<file path="src/rtl/systolic_mm_arbiter.sv">
// Two-client arbiter that streams a job's operand beats into a systolic multiplier and captures the product.
// Build option SYSTOLIC_RR_EN: round-robin arbitration; otherwise fixed priority to client 0.
module systolic_mm_arbiter #(
  parameter int WIDTH   = 4,
  parameter int SIZE    = 2,
  parameter int WIDTHx  = 8,
  parameter int TIMEOUT = 64
) (
  input  logic                          clock,
  input  logic                          nreset,
  input  logic [1:0]                    req_i,
  input  logic [WIDTHx*SIZE-1:0]        a0_i,
  input  logic [WIDTHx*SIZE-1:0]        b0_i,
  input  logic [WIDTHx*SIZE-1:0]        a1_i,
  input  logic [WIDTHx*SIZE-1:0]        b1_i,
  output logic [1:0]                    gnt_o,
  output logic [1:0]                    done_o,
  output logic                          err_o,
  output logic [WIDTH*SIZE*SIZE-1:0]    result_o,
  output logic                          mm_valid_o,
  output logic [WIDTHx*SIZE-1:0]        mm_a_o,
  output logic [WIDTHx*SIZE-1:0]        mm_b_o,
  input  logic                          mm_ready_i,
  input  logic [WIDTH*SIZE*SIZE-1:0]    mm_result_i
);

  localparam int BW = (SIZE > 1) ? $clog2(SIZE) : 1;
  localparam int TW = (TIMEOUT > 1) ? $clog2(TIMEOUT) : 1;
  localparam logic [BW-1:0] BEAT_LAST = BW'(SIZE - 1);
  localparam logic [TW-1:0] TMO_LAST  = TW'(TIMEOUT - 1);

  typedef enum logic [1:0] {S_IDLE, S_STREAM, S_WAIT, S_DONE} state_t;

  state_t                       state_q, state_d;
  logic                         owner_q, owner_d;
  logic [BW-1:0]                beat_q, beat_d;
  logic [TW-1:0]                tmo_q, tmo_d;
  logic                         err_q, err_d;
  logic [WIDTH*SIZE*SIZE-1:0]   result_q, result_d;
  logic                         pick;

`ifdef SYSTOLIC_RR_EN
  // rr_ptr_q names the client that wins when both request.
  logic rr_ptr_q, rr_ptr_d;

  always_comb begin
    pick     = (req_i == 2'b11) ? rr_ptr_q : ~req_i[0];
    rr_ptr_d = rr_ptr_q;
    if (state_q == S_IDLE && |req_i) rr_ptr_d = ~pick;
  end

  always_ff @(posedge clock or negedge nreset) begin
    if (!nreset) rr_ptr_q <= 1'b0;
    else         rr_ptr_q <= rr_ptr_d;
  end
`else
  always_comb pick = ~req_i[0];
`endif

  always_ff @(posedge clock or negedge nreset) begin
    if (!nreset) begin
      state_q  <= S_IDLE;
      owner_q  <= 1'b0;
      beat_q   <= '0;
      tmo_q    <= '0;
      err_q    <= 1'b0;
      result_q <= '0;
    end else begin
      state_q  <= state_d;
      owner_q  <= owner_d;
      beat_q   <= beat_d;
      tmo_q    <= tmo_d;
      err_q    <= err_d;
      result_q <= result_d;
    end
  end

  always_comb begin
    state_d  = state_q;
    owner_d  = owner_q;
    beat_d   = beat_q;
    tmo_d    = tmo_q;
    err_d    = err_q;
    result_d = result_q;
    case (state_q)
      S_IDLE: begin
        if (|req_i) begin
          owner_d = pick;
          beat_d  = '0;
          state_d = S_STREAM;
        end
      end
      S_STREAM: begin
        if (beat_q == BEAT_LAST) begin
          beat_d  = '0;
          tmo_d   = '0;
          state_d = S_WAIT;
        end else begin
          beat_d = beat_q + 1'b1;
        end
      end
      S_WAIT: begin
        // A ready on the final timeout cycle still counts as success.
        if (mm_ready_i) begin
          result_d = mm_result_i;
          err_d    = 1'b0;
          state_d  = S_DONE;
        end else if (tmo_q == TMO_LAST) begin
          err_d   = 1'b1;
          state_d = S_DONE;
        end else begin
          tmo_d = tmo_q + 1'b1;
        end
      end
      S_DONE: begin
        err_d   = 1'b0;
        state_d = S_IDLE;
      end
      default: state_d = S_IDLE;
    endcase
  end

  always_comb begin
    gnt_o      = 2'b00;
    done_o     = 2'b00;
    err_o      = 1'b0;
    mm_valid_o = 1'b0;
    mm_a_o     = '0;
    mm_b_o     = '0;
    if (state_q == S_STREAM) begin
      gnt_o      = owner_q ? 2'b10 : 2'b01;
      mm_valid_o = (beat_q == '0);
      mm_a_o     = owner_q ? a1_i : a0_i;
      mm_b_o     = owner_q ? b1_i : b0_i;
    end
    if (state_q == S_DONE) begin
      done_o = owner_q ? 2'b10 : 2'b01;
      err_o  = err_q;
    end
  end

  assign result_o = result_q;

endmodule

</file>
<file path="config.mk">
export PLATFORM = sky130hd
export DESIGN_NAME = systolic_mm_arbiter
export DESIGN_NICKNAME = d
export VERILOG_FILES = /design/src/rtl/systolic_mm_arbiter.sv
export SDC_FILE = /design/constraint.sdc
export NUM_CORES = 1
export LEC_CHECK = 0
export ABC_AREA = 1
export CAP_MARGIN = 15
export CORE_ASPECT_RATIO = 0.6
export CORE_MARGIN = 3
export CORE_UTILIZATION = 31
export CTS_CLUSTER_SIZE = 24
export DETAILED_ROUTE_END_ITERATION = 7
export DONT_BUFFER_PORTS = 1
export REMOVE_ABC_BUFFERS = 1
export SLEW_MARGIN = 10
export SYNTH_ARGS = -nofsm -noshare
export SYNTH_HDL_FRONTEND = slang
export SYNTH_SLANG_ARGS = --single-unit
</file>
<file path="constraint.sdc">
create_clock -name clock -period 4.8 [get_ports clock]
set_input_delay 0.24 -clock clock [delete_from_list [all_inputs] [get_ports clock]]
set_output_delay 0.24 -clock clock [all_outputs]
set_load 0.1 [all_outputs]
</file>
==> results of run 1 <==
synth_stat cells (all sizes together):
library cell	count
dfrtp	27
a22o	32
mux2	16
nand2	31
inv	13
or2	1
and3	1
o21ai	11
ha	6
nand3b	2
nand3	8
a21oi	1
buf	9
o21bai	2
nor2	9
stage by stage:
step	hold slack, ns	instance area [sq um]	cells	setup WS [ns]
finish	0.0652	1770	230	1.63
global route	0.0505	1770	230	1.46
CTS	0.0523	1770	230	1.62
detailed placement	-0.0548	1690	224	1.96
global placement	-0.0547	1690	224	1.97
floorplan	-0.0556	1590	160	1.52
kinds of logic (layout without fill, tap and decap cells):
kind of cell | after synthesis | in the layout
AND/OR/NAND/NOR | 52 | 52
AO/OA/AOI/OAI | 46 | 46
buffers and inverters | 22 | 20
flip-flops | 27 | 27
multiplexers | 16 | 16
adder cells (fa/ha/maj) | 6 | 6
critical path, cell delays in order, from the launching register on:
cell and delay, ns:
dfrtp_1 0.42, inv_1 0.11, ha_1 0.19, inv_1 0.11
nor2_4 0.56, buf_4 0.40, a22o_1 0.84
registers in the layout, summed over array words and instances, names as in the netlist:
name and flops:
tmo_q 6, owner_q 1, state_q 2, beat_q 1, err_q 1, result_o 16
final timing paths:
check                           start  cells past startpoint    endpoint
setup reg to reg           state_q[1]                      8  state_q[0]
setup / recovery           state_q[1]                      6  mm_b_o[13]
max in group asynchronous      nreset                      2    tmo_q[3]
hold / removal               req_i[0]                      1     owner_q
min in group asynchronous      nreset                      2  state_q[0]
hold reg to reg            state_q[1]                      2  state_q[1]
what timing repair did:
item	in CTS	in global routing
hold endpoints to repair	27	0
hold buffers	2	0
setup endpoints to repair	0	0
routing by layer:
metal	part of all wire [%]	wire, um
met1	47	1950
met2	44	1800
met3	7.7	315
met4	1.0	41
met5	0	0
final cells by class:
class                      instances  share of cell area, %
clock buffer                       3                   2.34
tap                               63                   4.46
timing repair buffer               3                   2.13
inverter                          13                   2.76
sequential                        27                   38.3
multi-input combinational        120                   49.6
clock inverter                     1                  0.425
==> results_dict.tcl, run 1 <==
set metrics [dict create \
    status "completed" \
    h-tree-depth 1 \
    grt_max_degree 34 \
    layout_min_cycle_time_ns 3.17 \
    core_sq_um 4830 \
    synth.avg_cell_area_sq_um 9.73 \
    fin_skew_ns 0.00214 \
    cts_tree "built" \
    ctsResizeCount 0 \
    yosys_warnings 0 \
    rsz0062_at_grt "false" \
    grt_usage_pct 12.6 \
    synth_xor_area_share_pct 0 \
    synth_top_family_by_area "compound AO/OA/AOI/OAI gates" \
    ys_types 23 \
    initial_core_util_pct 34.1 \
    fp.dieH_um 62.4 \
    root_buffer "clkbuf_8" \
    hold_path.class "primary input to flip-flop" \
    synthAdderAreaFrac_pct 4.57 \
    fin_nets 259 \
    synth-compound-area-share_pct 22.5 \
    grt_pass1_wl_mm 6.39 \
    ant_nets 0 \
    start_kind "flip-flop" \
    seqCellArea_sq_um 676 \
    tns_ns 0 \
    overflow 0 \
    ctsLongestPathBuffers 2 \
    post_cts_buffers 0 \
    synth_seq_cells 27 \
    cts.sinks 27 \
    layout_common_cells "a22o_1, nand2_1, dfrtp_1" \
    syn-cell-area_sq_um 1640 \
    viasPerCell 5.44 \
    max-cap-violations 0 \
    place_hpwl_mm 3.30 \
    seq_area_frac_synth_pct 41.1 \
    die-area_sq_um 6240 \
    slew_viol_final 0 \
    antenna_found_initial 0 \
    clk_latency_ns 0.27 \
    critPathKind "flip-flop to output port" \
    grt_pass1_vias 1174 \
    die-width_um 100 \
    drive_gt1_share_pct 21.6 \
    synth_mux_area_share_pct 11.0 \
    vias 1251 \
    finalSetupViolCount 0 \
    drt_iter0_markers 54 \
    synth-simple-area-share_pct 14.6 \
    synth_top_area_share_pct 41.1 \
    worst_pin_slew_ns 1.13 \
    numCtsBuffers 3 \
    drt_wl_total_mm 4.10 \
    clk_pin_slew_worst_paths_ns 0.10 \
    fmax_mhz 316 \
    crit_required_ns 4.56 \
    use_met1_pct 19.2 \
    post-route-util_pct 36.6 \
    synth_largest_area_cell "dfrtp_1" \
    cp-end-kind "output port" \
    wire_per_inst_um 17.8 \
    row_count 19 \
    syn_inst 169 \
    n_antenna_cell 0 \
    synthTopCellsByArea "dfrtp_1, a22o_1, mux2_2" \
    path_max_fanout 29 \
    dr.pass1.iters 4 \
    arrival_ns 2.93 \
    fillers 481 \
    port_buffers 0 \
    slew_headroom_pct 24.3 \
    multi_input_area_sq_um 876 \
    syn2layout_area_growth_pct 7.38 \
    ioPinCount 139 \
    place.gp.congestion 0.772 \
    ff2ff_setup_slack_ns 2.58 \
    grt_use_met3_pct 3.79 \
    drc 0 \
    finalHoldViolations 0 \
    grt_busiest_layer "met1" \
    grt_use_met2_pct 17.0 \
    fin_crit_sh_pct 66.0 \
    final_common_cell "a22o_1" \
]
Power of run 1 is not shown: default switching activity piles up to over one toggle a cycle in this logic, so the estimate is an artifact.
==> run 2, diff against run 1 <==
==> constraint.sdc (replaced) <==
create_clock -name clock -period 3.3 [get_ports clock]
set_input_delay 0.165 -clock clock [delete_from_list [all_inputs] [get_ports clock]]
set_output_delay 0.165 -clock clock [all_outputs]
set_load 0.1 [all_outputs]
==> results_dict.tcl, run 2 (synthesis gave the netlist of run 1 again) <==
set metrics [dict create \
    status "completed" \
    root_buffer "clkbuf_8" \
    hold_path.class "primary input to flip-flop" \
    multi_input_area_sq_um 876 \
    final_common_cell "buf_4" \
    cp-end-kind "output port" \
    fp.dieH_um 62.4 \
    max-cap-violations 0 \
    crit_required_ns 3.13 \
    drt_iter0_markers 43 \
    worst_pin_slew_ns 1.06 \
    slew_headroom_pct 29.6 \
    n_antenna_cell 0 \
    port_buffers 0 \
    wire_per_inst_um 16.9 \
    largest_register_ffs 16 \
    layout_min_cycle_time_ns 2.41 \
    cts.sinks 27 \
    critPathKind "flip-flop to output port" \
    core_sq_um 4830 \
    ctsLongestPathBuffers 2 \
    seqCellArea_sq_um 676 \
    grt_max_degree 34 \
    rsz0062_at_grt "false" \
    ctsResizeCount 0 \
    ioPinCount 139 \
    clk_pin_slew_worst_paths_ns 0.10 \
    fin_skew_ns 0.0100 \
    initial_core_util_pct 34.1 \
    start_kind "flip-flop" \
    tns_ns 0 \
    h-tree-depth 1 \
    layout_common_cells "buf_4, a22o_1, nand2_1" \
    viasPerCell 5.06 \
    syn2layout_area_growth_pct 23.5 \
    grt_pass1_vias 1264 \
    finalHoldViolations 0 \
    fin_crit_sh_pct 73.1 \
    grt_pass1_wl_mm 6.82 \
    antenna_found_initial 0 \
    place_hpwl_mm 3.61 \
    fillers 497 \
    die-area_sq_um 6240 \
    place.gp.congestion 0.760 \
    drive_gt1_share_pct 34.7 \
    cts_tree "built" \
    drc 0 \
    clk_latency_ns 0.28 \
    die-width_um 100 \
    overflow 0 \
    numCtsBuffers 3 \
    slew_viol_final 0 \
    dr.pass1.iters 4 \
    grt_usage_pct 13.4 \
    drt_wl_total_mm 4.48 \
    path_max_fanout 33 \
    fin_nets 294 \
    vias 1342 \
    fmax_mhz 415 \
    arrival_ns 2.25 \
    row_count 19 \
    finalSetupViolCount 0 \
    ant_nets 0 \
]
[run 2: cell count changes in the layout (fill, tap and decap cells not counted)]
| cell | delta |
|---|---|
| buf_4 | +34 |
| dlygate4sd3_1 | +1 |
[run 2: worst paths after layout]
path | end | start | slack [ns] | cells after the start
min reg2reg | state_q[1] | state_q[1] | 0.55 | 2
min | result_o[13] | mm_result_i[13] | 0.03 | 1
max in group asynchronous | result_o[15] | nreset | 2.83 | 2
max reg2reg | tmo_q[2] | state_q[0] | 1.28 | 8
max | mm_a_o[7] | state_q[1] | 0.89 | 6
min in group asynchronous | state_q[0] | nreset | 0.30 | 2
[run 2: final cells by class]
type,instances,share of cell area (%)
clock buffer,3,2.03
clock inverter,1,0.370
inverter,13,2.40
multi-input combinational,120,43.1
sequential,27,33.3
tap,63,3.88
timing repair buffer,38,14.9
[run 2: worst max-delay path, stage by stage, from the launching register on]
cell and delay, ns:
dfrtp_1 0.43, inv_1 0.12, ha_1 0.20, inv_1 0.11, nor2_4 0.56, a22o_1 0.24, buf_4 0.29
[run 2: what timing repair did]
action	4_1_cts	5_1_grt
setup buffers	0	0
hold endpoints to repair	28	0
hold buffers	3	0
[run 2: per-layer routing]
layer / vias up / routed length [um] / GRT usage (%)
met5: - / 0 / 0
met4: 0 / 27 / 3.03
met3: 2 / 400 / 4.24
met2: 55 / 2010 / 19.0
met1: 624 / 2040 / 19.7
li1: 661 / - / -
[run 2: metrics by stage]
| stage | util [%] | hold slack, ns | area (sq um) | cells | setup WS, ns |
|---|---|---|---|---|---|
| after floorplan | - | -0.131 | 1590 | 160 | 0.0954 |
| after global routing | 42.1 | 0.00992 | 2030 | 265 | 0.693 |
| after detailed placement | 40.2 | -0.130 | 1940 | 258 | 1.19 |
| final | 42.1 | 0.0280 | 2030 | 265 | 0.889 |
| after global placement | 40.2 | -0.130 | 1940 | 258 | 1.26 |
| after CTS | 42.1 | 0.0202 | 2030 | 265 | 0.881 |
Power of run 2 is left out for the same reason.
